===== src/rtl/mult_hilo_ctrl.sv =====
// Multi-cycle sequencer for the 32x32 multiplier: holds operands for LATENCY cycles and owns HI/LO.
// Optional MADD/MADDU accumulation is built when the MULT_MADD_EN macro is defined.
module mult_hilo_ctrl #(
  parameter int LATENCY = 3
) (
  input  logic        clk,
  input  logic        reset,
  input  logic        i_start,
  input  logic        i_is_unsigned,
  input  logic        i_accumulate,
  input  logic [31:0] i_opr1,
  input  logic [31:0] i_opr2,
  input  logic        i_cancel,
  input  logic        i_mthi,
  input  logic        i_mtlo,
  input  logic [31:0] i_wdata,
  input  logic        i_mf_req,
  output logic        o_busy,
  output logic        o_stall,
  output logic        o_done,
  output logic [31:0] o_hi,
  output logic [31:0] o_lo
);

  typedef enum logic {
    IDLE = 1'b0,
    CALC = 1'b1
  } state_t;

  state_t      state_reg, state_next;
  logic [3:0]  cnt_reg, cnt_next;
  logic [31:0] opr1_reg, opr2_reg;
  logic        unsigned_reg;
  logic [31:0] hi_reg, lo_reg;
  logic        done_reg;
  logic        accept, finish, mthi_en, mtlo_en;
  logic [63:0] ext1, ext2, product, result;

  assign accept  = (state_reg == IDLE) & i_start & ~i_cancel;
  assign finish  = (state_reg == CALC) & (cnt_reg == 4'd0) & ~i_cancel;
  // An issue in the same cycle wins over MTHI/MTLO.
  assign mthi_en = (state_reg == IDLE) & i_mthi & ~i_start & ~i_cancel;
  assign mtlo_en = (state_reg == IDLE) & i_mtlo & ~i_start & ~i_cancel;

  // State register
  always_ff @(posedge clk or posedge reset) begin
    if (reset) begin
      state_reg <= IDLE;
      cnt_reg   <= 4'd0;
    end else begin
      state_reg <= state_next;
      cnt_reg   <= cnt_next;
    end
  end

  // Next-state logic; cancel beats completion on the final count
  always_comb begin
    state_next = state_reg;
    cnt_next   = cnt_reg;
    case (state_reg)
      IDLE: begin
        if (accept) begin
          state_next = CALC;
          cnt_next   = 4'(LATENCY - 1);
        end
      end
      CALC: begin
        if (i_cancel) begin
          state_next = IDLE;
          cnt_next   = 4'd0;
        end else if (cnt_reg != 4'd0) begin
          cnt_next = cnt_reg - 4'd1;
        end else begin
          state_next = IDLE;
        end
      end
      default: state_next = IDLE;
    endcase
  end

  // Output logic
  always_comb begin
    o_busy  = (state_reg == CALC);
    o_stall = (state_reg == CALC) & ~i_cancel & (i_start | i_mf_req | i_mthi | i_mtlo);
  end

  // Operands stay frozen during CALC so the product settles over the multicycle path.
  assign ext1    = unsigned_reg ? {32'd0, opr1_reg} : {{32{opr1_reg[31]}}, opr1_reg};
  assign ext2    = unsigned_reg ? {32'd0, opr2_reg} : {{32{opr2_reg[31]}}, opr2_reg};
  assign product = ext1 * ext2;

`ifdef MULT_MADD_EN
  logic acc_reg;

  always_ff @(posedge clk or posedge reset) begin
    if (reset) begin
      acc_reg <= 1'b0;
    end else if (accept) begin
      acc_reg <= i_accumulate;
    end
  end

  assign result = acc_reg ? ({hi_reg, lo_reg} + product) : product;
`else
  logic unused_accumulate;
  assign unused_accumulate = i_accumulate;
  assign result            = product;
`endif

  always_ff @(posedge clk or posedge reset) begin
    if (reset) begin
      opr1_reg     <= 32'd0;
      opr2_reg     <= 32'd0;
      unsigned_reg <= 1'b0;
      hi_reg       <= 32'd0;
      lo_reg       <= 32'd0;
      done_reg     <= 1'b0;
    end else begin
      done_reg <= finish;
      if (accept) begin
        opr1_reg     <= i_opr1;
        opr2_reg     <= i_opr2;
        unsigned_reg <= i_is_unsigned;
      end
      if (finish) begin
        hi_reg <= result[63:32];
        lo_reg <= result[31:0];
      end else begin
        if (mthi_en) hi_reg <= i_wdata;
        if (mtlo_en) lo_reg <= i_wdata;
      end
    end
  end

  assign o_done = done_reg;
  assign o_hi   = hi_reg;
  assign o_lo   = lo_reg;

endmodule

===== config.mk =====
export PLATFORM = sky130hd
export DESIGN_NAME = mult_hilo_ctrl
export DESIGN_NICKNAME = d
export VERILOG_FILES = /design/src/rtl/mult_hilo_ctrl.sv
export SDC_FILE = /design/constraint.sdc
export NUM_CORES = 2
export LEC_CHECK = 0
export ABC_AREA = 1
export CAP_MARGIN = 20
export CORE_MARGIN = 2
export CORE_UTILIZATION = 59
export CTS_CLUSTER_SIZE = 10
export DETAILED_ROUTE_END_ITERATION = 7
export HOLD_SLACK_MARGIN = 0.08
export PLACE_DENSITY = 0.79
export SLEW_MARGIN = 0
export SYNTH_ARGS = -nofsm -noshare
export SYNTH_HDL_FRONTEND = slang
export SYNTH_SLANG_ARGS = --single-unit

===== constraint.sdc =====
create_clock -name clk -period 8.6 [get_ports clk]
set_clock_uncertainty 0.1 [all_clocks]
set_input_delay 1.72 -clock clk [delete_from_list [all_inputs] [get_ports clk]]
set_output_delay 1.72 -clock clk [all_outputs]
set_load 0.005 [all_outputs]

==> summary.txt <==
Logic synthesis
  • Avg Cell Area, Syn: 8.11 um2
  • Cell variety after synth: between 40 and 50
  • Most common library cells after synthesis: 2295 x inv_1, 1632 x nand2_1, 1419 x fa_1
  • YS warnings: 0
  • Synthesized Nets: 8689
  • Post-synth EDFFs: 0
  • Seq cells post-synth: roughly 140
  • Top post-synthesis cells by area: fa_1 51%, inv_1 16%, nand2_1 11%, ha_1 7.0%, dfrtp_1 6.1%
  • Post-synthesis instance total: 6855
  • Post-synth top area share: 0.511
  • Ys async rst share: 1.00
  • Count leader, synth: inv_1
  • Area leader, netlist: fa_1
  • Seq/Total Area, Yosys: 0.0608
  • Ys flop type: dfrtp_1
  • Synth Cell Area: 55600 um2

Min path
  • HP Class: flop to flop

Place
  • Buffers on Ports: between 150 and 200
  • DP Area: ~62000 um2
  • GP Congestion: around 1.0
  • HPWL Detailed: 143 mm

Worst setup path
  • Worst EP arrival: 8.87 ns
  • Critical path launch point type: flop
  • CP max stage delay: 0.63 ns
  • Critical path class: flop to flop
  • Most used cell, CP: fa_1
  • Max Fanout on Critical Path: 6
  • Worst EP required: approximately 9 ns
  • CP Capture Type: flop
  • CP max stage cell: fa_2
  • Worst R2R Setup Slack: approximately 0.063 ns

Timing
  • Finish-stage setup viols: 0
  • RSZ-0062 raised after global routing: yes
  • Final Hold Fails: 0
  • Post-route setup TNS: 0 ns
  • Fin crit share: 0.993
  • Worst rel slew slack: 0.353
  • Final min period: 8.54 ns
  • Fmax: 0.117 GHz
  • Final-report max-slew violation count: 0
  • Worst slew pin tran: 0.967 ns

GRT
  • All-Layer GR Usage: 0.359
  • Pin count of the biggest net entering global routing: 76
  • First-pass GRT wire length: between 200 and 300 mm
  • Initial antenna violation count: 1
  • GR Layer Usage met3: 0.0531
  • Gr busiest metal: met2
  • GR Util met2: 0.625
  • Vias in the first global route: 49800
  • Gr ovfl total: 0
  • Met1 Use GR: 0.427

Clocking
  • CTS max path bufs: 2
  • TritonCTS Buffers: 17
  • Htree depth: 4
  • Clk root buf: clkbuf_16
  • CTS clock-pin slew for the worst setup and hold paths: 0.08 ns
  • Clock sinks: 135
  • CTS tree: done
  • Hold Buf Count CTS: 0
  • Worst-Skew Late Latency: 0.53 ns

Die
  • DIE WIDTH: approximately 310 um
  • Core area: ~93000 um2
  • Die Height: 311 um
  • Initial core utilization: 0.595
  • Die area: 96600 um2
  • I/O Pins: 172
  • Row count: 112

Finish
  • Area added between synthesis and finish: 17.0%
  • Layout cells sized above 1: 0.138
  • Post-route design area: 65000 um2
  • Filler cells: between 7000 and 8000
  • Nets: 9174

Status
  • Status: finished, final reports clean

Route
  • First-pass DRT Iterations: 6
  • DRT iter0 DRCs: 3418
  • Final wirelength: 168 mm
  • Routed vias/inst: 5.26
  • Via count: around 45000
  • Drt wl/cell: 19.6 um
  • DRC violations left: 0
  • Routed Antenna Nets: 0

Run
  • # Max-Cap Violations: 0
==> repair_timing <==
item                       CTS  global route
setup endpoints to repair   27            36
cloned                       0             3
setup buffers                8            47
resized for setup           73           359
pin swaps                   38           159
==> worst max-delay path, delay by kind of cell (launching register included) <==
| family | cells | cell delay (ns) |
|---|---|---|
| flip-flops | 1 | 0.40 |
| AND/OR/NAND/NOR | 6 | 0.57 |
| adder cells (fa/ha/maj) | 11 | 5.69 |
| AO/OA/AOI/OAI | 6 | 1.00 |
| buffers and inverters | 8 | 0.69 |
==> final timing paths <==
kind / from / end / cells after the start
max in group asynchronous: reset / opr1_reg[2] / 4
hold / removal: o_lo[1] / o_lo[1] / 2
min in group asynchronous: reset / cnt_reg[0] / 2
setup reg to reg: opr1_reg[31] / o_hi[26] / 31
setup / recovery: opr1_reg[31] / o_hi[26] / 31
hold reg to reg: o_lo[1] / o_lo[1] / 2
==> layer usage <==
metal	routed length, um	vias to the layer above
li1	-	19900
met1	59800	22600
met2	84500	2118
met3	12700	643
met4	11400	0
met5	0	-
==> logic make-up after synthesis <==
kind of cell    synth area share
xor+xnor                 0.00363
buf+inv                    0.177
flops                     0.0608
fa+ha+maj                  0.581
simple gates               0.144
compound gates            0.0342
==> area by class of cell <==
| cell class | instances | area (um2) | share of cell area |
|---|---|---|---|
| repair buffers | 764 | 7110 | 0.109 |
| inverters | 2311 | 8700 | 0.134 |
| diodes | 1 | 2.50 | 0.0000385 |
| clock inverters | 14 | 164 | 0.00252 |
| multi-input cells | 4111 | 43600 | 0.671 |
| flip-flops and latches | 135 | 3400 | 0.0523 |
| clock buffers | 18 | 429 | 0.00660 |
| well taps | 1254 | 1570 | 0.0241 |
==> layout by cell type (no fill, tap or decap), drive strengths merged, types with 108 or more instances in the layout <==
cell type      count
a21oi            125
buf              591
inv             2318
clkdlybuf4s50    170
nand2           1639
ha               310
nand3            126
fa              1419
dfrtp            135
nor2             213
o21ai            108
==> through the flow <==
step                      utilization  std cells  hold WS (ns)  setup WS (ns)
final                           0.697       8608         0.398         0.0635
after global routing            0.697       8608         0.429         -0.206
after CTS                       0.679       8557         0.395        0.00348
after detailed placement        0.669       8517         0.380         -0.300
after global placement          0.669       8517         0.368         -0.231
after floorplan                     -       6855         0.376         0.0166
Power is not shown: default switching activity piles up to over one toggle a cycle in this logic, so the estimate is an artifact.
